[config.mk]
export PLATFORM = sky130hd
export DESIGN_NAME = fifo_stream_reader
export DESIGN_NICKNAME = d
export VERILOG_FILES = /design/src/rtl/fifo_stream_reader_pkg.sv /design/src/rtl/fifo_stream_reader_skid_buffer.sv /design/src/rtl/fifo_stream_reader.sv
export SDC_FILE = /design/constraint.sdc
export NUM_CORES = 1
export LEC_CHECK = 0
export BUFFER_PORTS_ARGS = -buffer_cell sky130_fd_sc_hd__clkbuf_2
export CORE_MARGIN = 2
export CORE_UTILIZATION = 50
export DETAILED_ROUTE_END_ITERATION = 12
export PLACE_DENSITY = 0.76
export SLEW_MARGIN = 0
export SYNTH_ARGS = -nofsm -noshare
export SYNTH_HDL_FRONTEND = slang
export SYNTH_HIERARCHICAL = 1
export SYNTH_SLANG_ARGS = --single-unit
[constraint.sdc]
create_clock -name clk -period 3.15 [get_ports clk]
set_clock_uncertainty 0.2 [all_clocks]
set_input_delay 0.315 -clock clk [delete_from_list [all_inputs] [get_ports clk]]
set_output_delay 0.315 -clock clk [all_outputs]
set_load 0.03 [all_outputs]
[src/rtl/fifo_stream_reader_pkg.sv]
// Shared helpers for the FIFO stream reader and its skid buffer.
package fifo_stream_reader_pkg;

    // Pointer width for a circular buffer; a depth of one still needs one bit.
    function automatic int ptr_bits(input int depth);
        return (depth > 1) ? $clog2(depth) : 1;
    endfunction

endpackage

[src/rtl/fifo_stream_reader_skid_buffer.sv]
// Circular skid buffer: push/pop in the same cycle, head word read straight from a register.
// Count tracks occupancy; caller guarantees no push when full unless popping.
module fifo_stream_reader_skid_buffer
    import fifo_stream_reader_pkg::*;
#(
    parameter int WIDTH     = 8,
    parameter int BUF_DEPTH = 2,
    parameter int CNT_WIDTH = $clog2(BUF_DEPTH) + 1
) (
    input  logic                 clk,
    input  logic                 rst_n,
    input  logic                 push,
    input  logic [WIDTH-1:0]     push_data,
    input  logic                 pop,
    output logic [WIDTH-1:0]     head_data,
    output logic [CNT_WIDTH-1:0] count
);

    localparam int PTR_W = ptr_bits(BUF_DEPTH);

    logic [WIDTH-1:0] mem [BUF_DEPTH];
    logic [PTR_W-1:0] wr_ptr;
    logic [PTR_W-1:0] rd_ptr;

    // Power-of-two depth lets the pointers wrap by plain overflow.
    always_ff @(posedge clk or negedge rst_n) begin
        if (!rst_n) begin
            wr_ptr <= '0;
            rd_ptr <= '0;
            count  <= '0;
        end else begin
            if (push) begin
                wr_ptr <= wr_ptr + PTR_W'(1);
            end
            if (pop) begin
                rd_ptr <= rd_ptr + PTR_W'(1);
            end
            count <= count + CNT_WIDTH'(push) - CNT_WIDTH'(pop);
        end
    end

    always_ff @(posedge clk) begin
        if (push) begin
            mem[wr_ptr] <= push_data;
        end
    end

    assign head_data = mem[rd_ptr];

endmodule

[src/rtl/fifo_stream_reader.sv]
// Turns a one-cycle-latency rd_en/empty FIFO into a bubble-free valid/ready stream.
// Reads are issued only when the word will have a buffer slot once it lands.
module fifo_stream_reader
    import fifo_stream_reader_pkg::*;
#(
    parameter int WIDTH     = 8,
    parameter int BUF_DEPTH = 2,
    parameter int CNT_WIDTH = $clog2(BUF_DEPTH) + 1
) (
    input  logic             clk,
    input  logic             rst_n,
    input  logic             fifo_empty,
    input  logic [WIDTH-1:0] fifo_dout,
    output logic             fifo_rd_en,
    output logic             out_valid,
    output logic [WIDTH-1:0] out_data,
    input  logic             out_ready,
    output logic             idle
);

    localparam int SUM_W = CNT_WIDTH + 1;

    logic [CNT_WIDTH-1:0] count;
    logic                 inflight;
    logic                 pop;
    logic [SUM_W-1:0]     occ_next;

    assign pop = out_valid & out_ready;

    // Occupancy once this cycle's landing word and pop settle; a pop always has count>=1.
    assign occ_next   = SUM_W'(count) + SUM_W'(inflight) - SUM_W'(pop);
    assign fifo_rd_en = rst_n & ~fifo_empty & (occ_next < SUM_W'(BUF_DEPTH));

    always_ff @(posedge clk or negedge rst_n) begin
        if (!rst_n) begin
            inflight <= 1'b0;
        end else begin
            inflight <= fifo_rd_en;
        end
    end

    fifo_stream_reader_skid_buffer #(
        .WIDTH     (WIDTH),
        .BUF_DEPTH (BUF_DEPTH),
        .CNT_WIDTH (CNT_WIDTH)
    ) u_skid (
        .clk       (clk),
        .rst_n     (rst_n),
        .push      (inflight),
        .push_data (fifo_dout),
        .pop       (pop),
        .head_data (out_data),
        .count     (count)
    );

    assign out_valid = (count != '0);
    assign idle      = (count == '0) & ~inflight;

endmodule

==> results of run 1 <==
cells by family (layout without fill, tap and decap cells):
kind of cell / Yosys count / after routing / synth area share
DFF: 21 / 21 / 0.669
muxes: 8 / 8 / 0.133
and+or+nand+nor: 8 / 8 / 0.0553
adders and majority gates: 4 / 4 / 0.0635
xor gates and xnor gates: 4 / 4 / 0.0553
buffers and inverters: 4 / 35 / 0.0249
routing by layer:
metal  wire [um]  up-vias
met3          64        2
met5           0        -
met2         692       12
met1         547      232
li1            -      235
met4          13        0
state kept, by name, indices dropped and copies added, names as in the netlist:
register	count
u_skid/rd_ptr	1
u_skid/wr_ptr	1
u_skid/mem	16
inflight	1
u_skid/count	2
layout by cell type (no fill, tap or decap), drive strengths merged, types with 2 or more instances in the layout:
| master | netlist | layout |
|---|---|---|
| clkbuf | 0 | 25 |
| edfxtp | 16 | 16 |
| mux2 | 8 | 8 |
| dfrtp | 5 | 5 |
| dlygate4sd3 | 0 | 4 |
| inv | 3 | 3 |
| xor2 | 3 | 3 |
| ha | 3 | 3 |
| buf | 1 | 3 |
| and2 | 2 | 2 |
per-stage QoR:
step,std cells,utilization
after floorplan,49,-
after global placement,95,0.607
final,105,0.666
after CTS,101,0.639
after global routing,105,0.666
after detailed placement,95,0.607
timing repair:
action | 4_1_cts | 5_1_grt
endpoints found under the setup margin | 1 | 1
setup buffers | 0 | 2
hold endpoints to repair | 6 | 4
cloned | 0 | 0
pin swaps | 1 | 3
resized for setup | 3 | 4
hold buffers | 2 | 2
power groups by stage:
stage	logic, mW	registers, mW	clock network (mW)
after floorplan	0.380	0.402	0
after global placement	0.419	0.435	0
after detailed placement	0.431	0.439	0
after CTS	0.443	0.434	0.126
after global routing	0.534	0.431	0.135
final	0.489	0.424	0.122
cell type report:
type                    count  area, sq um  area share
inverters                   3         11.3     0.00990
flip-flops and latches     21          607       0.534
multi-input cells          24          294       0.259
clock buffers               4         26.3      0.0231
repair buffers             28          168       0.147
well taps                  25         31.3      0.0275
worst register-to-register path, stage by stage, from the launching register on:
cell and delay (ns):
dfrtp_2 0.42, or2_4 0.25, and2_4 0.15, ha_1 0.27
or2b_1 0.24, fa_2 0.53, nand2_2 0.06, nor3_4 0.13
buf_4 0.13
worst paths after layout:
kind	to	depth (start not counted)
hold / removal	u_skid/mem[1][5]$_DFFE_PP_	1
setup reg to reg	inflight$_DFF_PN0_	8
hold reg to reg	u_skid/wr_ptr$_DFFE_PN0P_	1
setup / recovery	fifo_rd_en	8
min in group asynchronous	u_skid/count[0]$_DFF_PN0_	2
max in group asynchronous	u_skid/count[1]$_DFF_PN0_	2
==> run_results.csv, run 1 <==
group,metric,value,unit
synth,yosysTopAreaCellShare,0.530,
cts,clk_path_buf_depth,2,
final_layout,diodes,0,
power,internal-power,0.648,mW
detailed_routing,drc_errors,0,
sta,relSlewSlack,0.509,
sta,worst_pin_slew,0.734,ns
synth,seq_area_frac_synth,0.669,
global_route,use_met2,0.214,
synth,yosys_register_bits,21,
power,p_sw,0.388,mW
cts,cts_tree,"done",
run_status,status,"finished, final reports clean",
global_route,grt_first_pass_wirelength,1910,um
power,p_sw_frac,0.374,
worst_setup_path,endpoint_kind,"primary output",
worst_setup_path,path_class,"reg2out",
synth,synthTopCellsByCount,"16 x edfxtp_1, 8 x mux2_4, 5 x dfrtp_1",
synth,synth_edf_count,16,
sta,fin_crit,3.04,ns
job,drv_cap,0,
synth,synth_ff_type,"edfxtp_1",
sta,timing.final.crit_share,0.966,
sta,setup_slack,0.106,ns
final_layout,final_area,1140,sq um
detailed_routing,via_count,481,
floorplan,die_w,46.6,um
power,power.total,1.04,mW
global_route,gr-usage-met1,0.157,
worst_setup_path,r2r-start,"u_skid/count[1]$_DFF_PN0_",
detailed_routing,wl,1320,um
floorplan,initial_core_util,0.530,
power,p_leak,0.496,nW
detailed_routing,drt_iter0_markers,1,
synth,synth-async-reset-ratio,0.238,
cts,cts_buffers,3,
worst_setup_path,slowest_delay,0.53,ns
final_layout,syn2layout_area_growth,25.6,%
synth,synth_cell_types,17,
power,power_frac_seq,0.410,
detailed_routing,dr.pass1.iters,2,
worst_setup_path,slowest_stage,"fa_2",
cts,cts.sinks,21,
power,pwr-share-comb,0.472,
cts,path_clk_slew,0.11,ns
final_layout,layout-drive-gt1-share,0.513,
worst_setup_path,crit_fanout,3,
detailed_routing,via_per_inst,4.58,
global_route,grt_start_max_net_pins,12,
global_route,use_met3,0.0431,
global_route,groute.usage.overall,0.130,
floorplan,core,1710,sq um
min_path,min_path_type,"in2reg",
place,place.detailed.hpwl,926,um
detailed_routing,antenna_left,0,
floorplan,io_pins,23,
cts,ctsRootBufferMaster,"clkbuf_4",
global_route,grt_overflow,0,
power,p_per_area,910,nW/um^2
sta,rsz0062_at_grt,"false",
final_layout,fillers,129,
floorplan,fp-row-count,15,
worst_setup_path,r2r_slack,0.72,ns
sta,whs,0.00792,ns
cts,insertion_delay,0.29,ns
min_path,hold_start,"fifo_dout[5]",
worst_setup_path,cp-start-kind,"flop",
place,dpl_worst_slack,0.274,ns
synth,yosysMostFrequentCell,"edfxtp_1",
worst_setup_path,crit_required,2.63,ns
power,clock_power_share,0.118,
detailed_routing,post_drt_wl_per_cell,12.6,um
synth,synth_nets,65,
worst_setup_path,startpoint,"u_skid/count[1]$_DFF_PN0_",
synth,netlist_area,906,sq um
place,routabilityCongestion,0.657,
worst_setup_path,crit_chain,"or2_4 > and2_4 > ha_1 > or2b_1 > fa_2 > nand2_2 > nor3_4 > buf_4",
global_route,grt.busiest_layer,"met2",
sta,setup_tns,0,ns
floorplan,die-area,2170,sq um
global_route,grt_pass1_vias,452,
worst_setup_path,arrival,2.53,ns
synth,avgSynthCellArea,18.5,sq um
worst_setup_path,crit_family,"simple AND/OR/NAND/NOR gates",
place,port_buffers,22,
sta,finalHoldViolations,0,
sta,setup_viol,0,
final_layout,fin_nets,97,
power,peakVddDrop,0.671,mV
synth,synthTopCellsByArea,"edfxtp_1 53%, dfrtp_1 14%, mux2_4 13%, ha_1 4.1%, xor2_1 2.9%",
global_route,grt_antenna_before_repair,0,
cts,htree_levels,1,
sta,fmax,329,MHz
worst_setup_path,critPathBufInv,1,
synth,syn_inst,49,
synth,yosysTopAreaCell,"edfxtp_1",
place,postPlaceCellArea,1040,sq um
sta,report.final.slew_viol_count,0,
floorplan,die_h,46.6,um
synth,yosys_warnings,6,
(Power assumes the default switching activity.)
==> run 2, diff against run 1 <==
CELL_PAD_IN_SITES_DETAIL_PLACEMENT = 0   (was default)
CELL_PAD_IN_SITES_GLOBAL_PLACEMENT = 1   (was default)
CORE_UTILIZATION = 42   (was 50)
PLACE_DENSITY = default   (was 0.76)
PLACE_DENSITY_LB_ADDON = 0.1   (was default)
==> run 2 against run 1 <==
Sequential power about the same. Die area is 17% higher. Fmax down 0.55%. Non-clock buffer count rose by 7. Hold slack improved by 0.15 ns. Largest power group unchanged. Critical endpoint unchanged. Critical path type unchanged.
==> run_results.csv, run 2 (same netlist as run 1, synthesis figures left out) <==
group,metric,value,unit
final_layout,diodes,0,
final_layout,fin_nets,104,
worst_setup_path,crit_required,2.63,ns
worst_setup_path,endpoint_kind,"primary output",
place,routabilityCongestion,0.723,
power,peakVddDrop,0.496,mV
cts,cts_buffers,3,
global_route,groute.usage.overall,0.129,
floorplan,initial_core_util,0.453,
floorplan,die-area,2540,sq um
place,dpl_worst_slack,0.257,ns
detailed_routing,dr.pass1.iters,4,
floorplan,fp-row-count,16,
cts,cts.sinks,21,
worst_setup_path,slowest_stage,"fa_2",
cts,path_clk_slew,0.12,ns
sta,setup_viol,0,
final_layout,final_common_cell,"clkbuf_2",
min_path,min_path_type,"in2async",
floorplan,io_pins,23,
worst_setup_path,cp-start-kind,"flop",
final_layout,largest-register,"u_skid/mem",
final_layout,syn2layout_area_growth,32.7,%
job,drv_cap,0,
detailed_routing,drc_errors,0,
detailed_routing,post_drt_wl_per_cell,12.3,um
place,place.detailed.hpwl,967,um
final_layout,reg_top3,"u_skid/mem: 16 flops, u_skid/count: 2 flops",
floorplan,die_h,50.4,um
worst_setup_path,crit_chain,"or2_4 > and2_4 > ha_1 > or2b_1 > fa_2 > nand2_1 > nor3_2 > buf_4",
run_status,status,"finished, final reports clean",
place,postPlaceCellArea,1040,sq um
worst_setup_path,slowest_delay,0.53,ns
sta,setup_slack,0.0895,ns
sta,worst_pin_slew,0.722,ns
final_layout,layout-drive-gt1-share,0.483,
worst_setup_path,arrival,2.55,ns
place,port_buffers,22,
global_route,grt_pass1_vias,561,
sta,finalHoldViolations,0,
detailed_routing,wl,1400,um
cts,htree_levels,1,
global_route,grt_first_pass_wirelength,2400,um
detailed_routing,via_per_inst,4.52,
global_route,grt_antenna_before_repair,0,
sta,fin_crit,3.06,ns
power,p_leak,0.522,nW
global_route,grt_start_max_net_pins,14,
cts,ctsRootBufferMaster,"clkbuf_4",
final_layout,largest_reg_flops,16,
cts,insertion_delay,0.30,ns
power,p_per_area,865,nW/um^2
worst_setup_path,path_class,"reg2out",
global_route,grt_overflow,0,
detailed_routing,via_count,515,
worst_setup_path,crit_fanout,3,
floorplan,core,2000,sq um
sta,fmax,327,MHz
final_layout,mostFrequentLayoutCells,"21 x clkbuf_2, 16 x edfxtp_1, 10 x dlygate4sd3_1",
floorplan,die_w,50.4,um
final_layout,final_area,1200,sq um
sta,whs,0.159,ns
cts,cts_tree,"done",
sta,relSlewSlack,0.518,
detailed_routing,antenna_left,0,
sta,timing.final.crit_share,0.972,
detailed_routing,drt_iter0_markers,3,
sta,report.final.slew_viol_count,0,
cts,clk_path_buf_depth,2,
## run 2: metrics by stage
step           utilization  cells  setup TNS (ns)  power (mW)
2_1_floorplan            -     49               0       0.782
3_3_place_gp         0.519     97               0       0.859
3_5_place_dp         0.519     97               0       0.876
4_1_cts              0.588    111               0        1.02
5_1_grt              0.601    114         -0.0299        1.11
6_report             0.601    114               0        1.04
## run 2: final cells by class
| cell class | count | area [sq um] |
|---|---|---|
| fill | 164 | 800 |
| sequential | 21 | 607 |
| multi-input combinational | 24 | 285 |
| timing repair buffer | 35 | 235 |
| tap | 27 | 33.8 |
| clock buffer | 3 | 22.5 |
| inverter | 3 | 11.3 |
| clock inverter | 1 | 7.51 |
## run 2: worst paths after layout
kind	slack, ns	startpoint	endpoint	depth (start not counted)
max reg2reg	0.71	u_skid/count[1]$_DFF_PN0_	inflight$_DFF_PN0_	8
min reg2reg	0.30	u_skid/wr_ptr$_DFFE_PN0P_	u_skid/wr_ptr$_DFFE_PN0P_	1
max	0.09	u_skid/count[1]$_DFF_PN0_	fifo_rd_en	8
min in group clk	0.22	out_ready	u_skid/rd_ptr$_DFFE_PN0P_	4
min	0.16	rst_n	inflight$_DFF_PN0_	2
max in group asynchronous	2.43	rst_n	u_skid/count[1]$_DFF_PN0_	2
## run 2: routing by layer
layer | part of all wire | global-route usage | vias to the layer above
met5 | 0 | 0 | -
li1 | - | - | 248
met3 | 0.039 | 0.0298 | 0
met1 | 0.35 | 0.136 | 256
met4 | 0 | 0.0405 | 0
met2 | 0.61 | 0.250 | 11
## run 2: report_power, final
part / internal, mW / switching [mW] / leakage, nW
sequential: 0.366 / 0.0591 / 0.204
combinational: 0.237 / 0.250 / 0.304
clock: 0.0483 / 0.0797 / 0.0139
total: 0.651 / 0.389 / 0.522
## run 2: worst max-delay path: cells and delay by family (launching register included)
family	cells	cell delay (ns)
buffers and inverters	1	0.20
and+or+nand+nor	5	0.86
DFF	1	0.42
adders and majority gates	2	0.78
## run 2: repair_timing
action | 4_1_cts | 5_1_grt
pin swaps | 0 | 3
resized for setup | 3 | 2
hold buffers | 10 | 0
setup buffers | 0 | 3
setup endpoints to repair | 1 | 1
hold endpoints to repair | 22 | 0
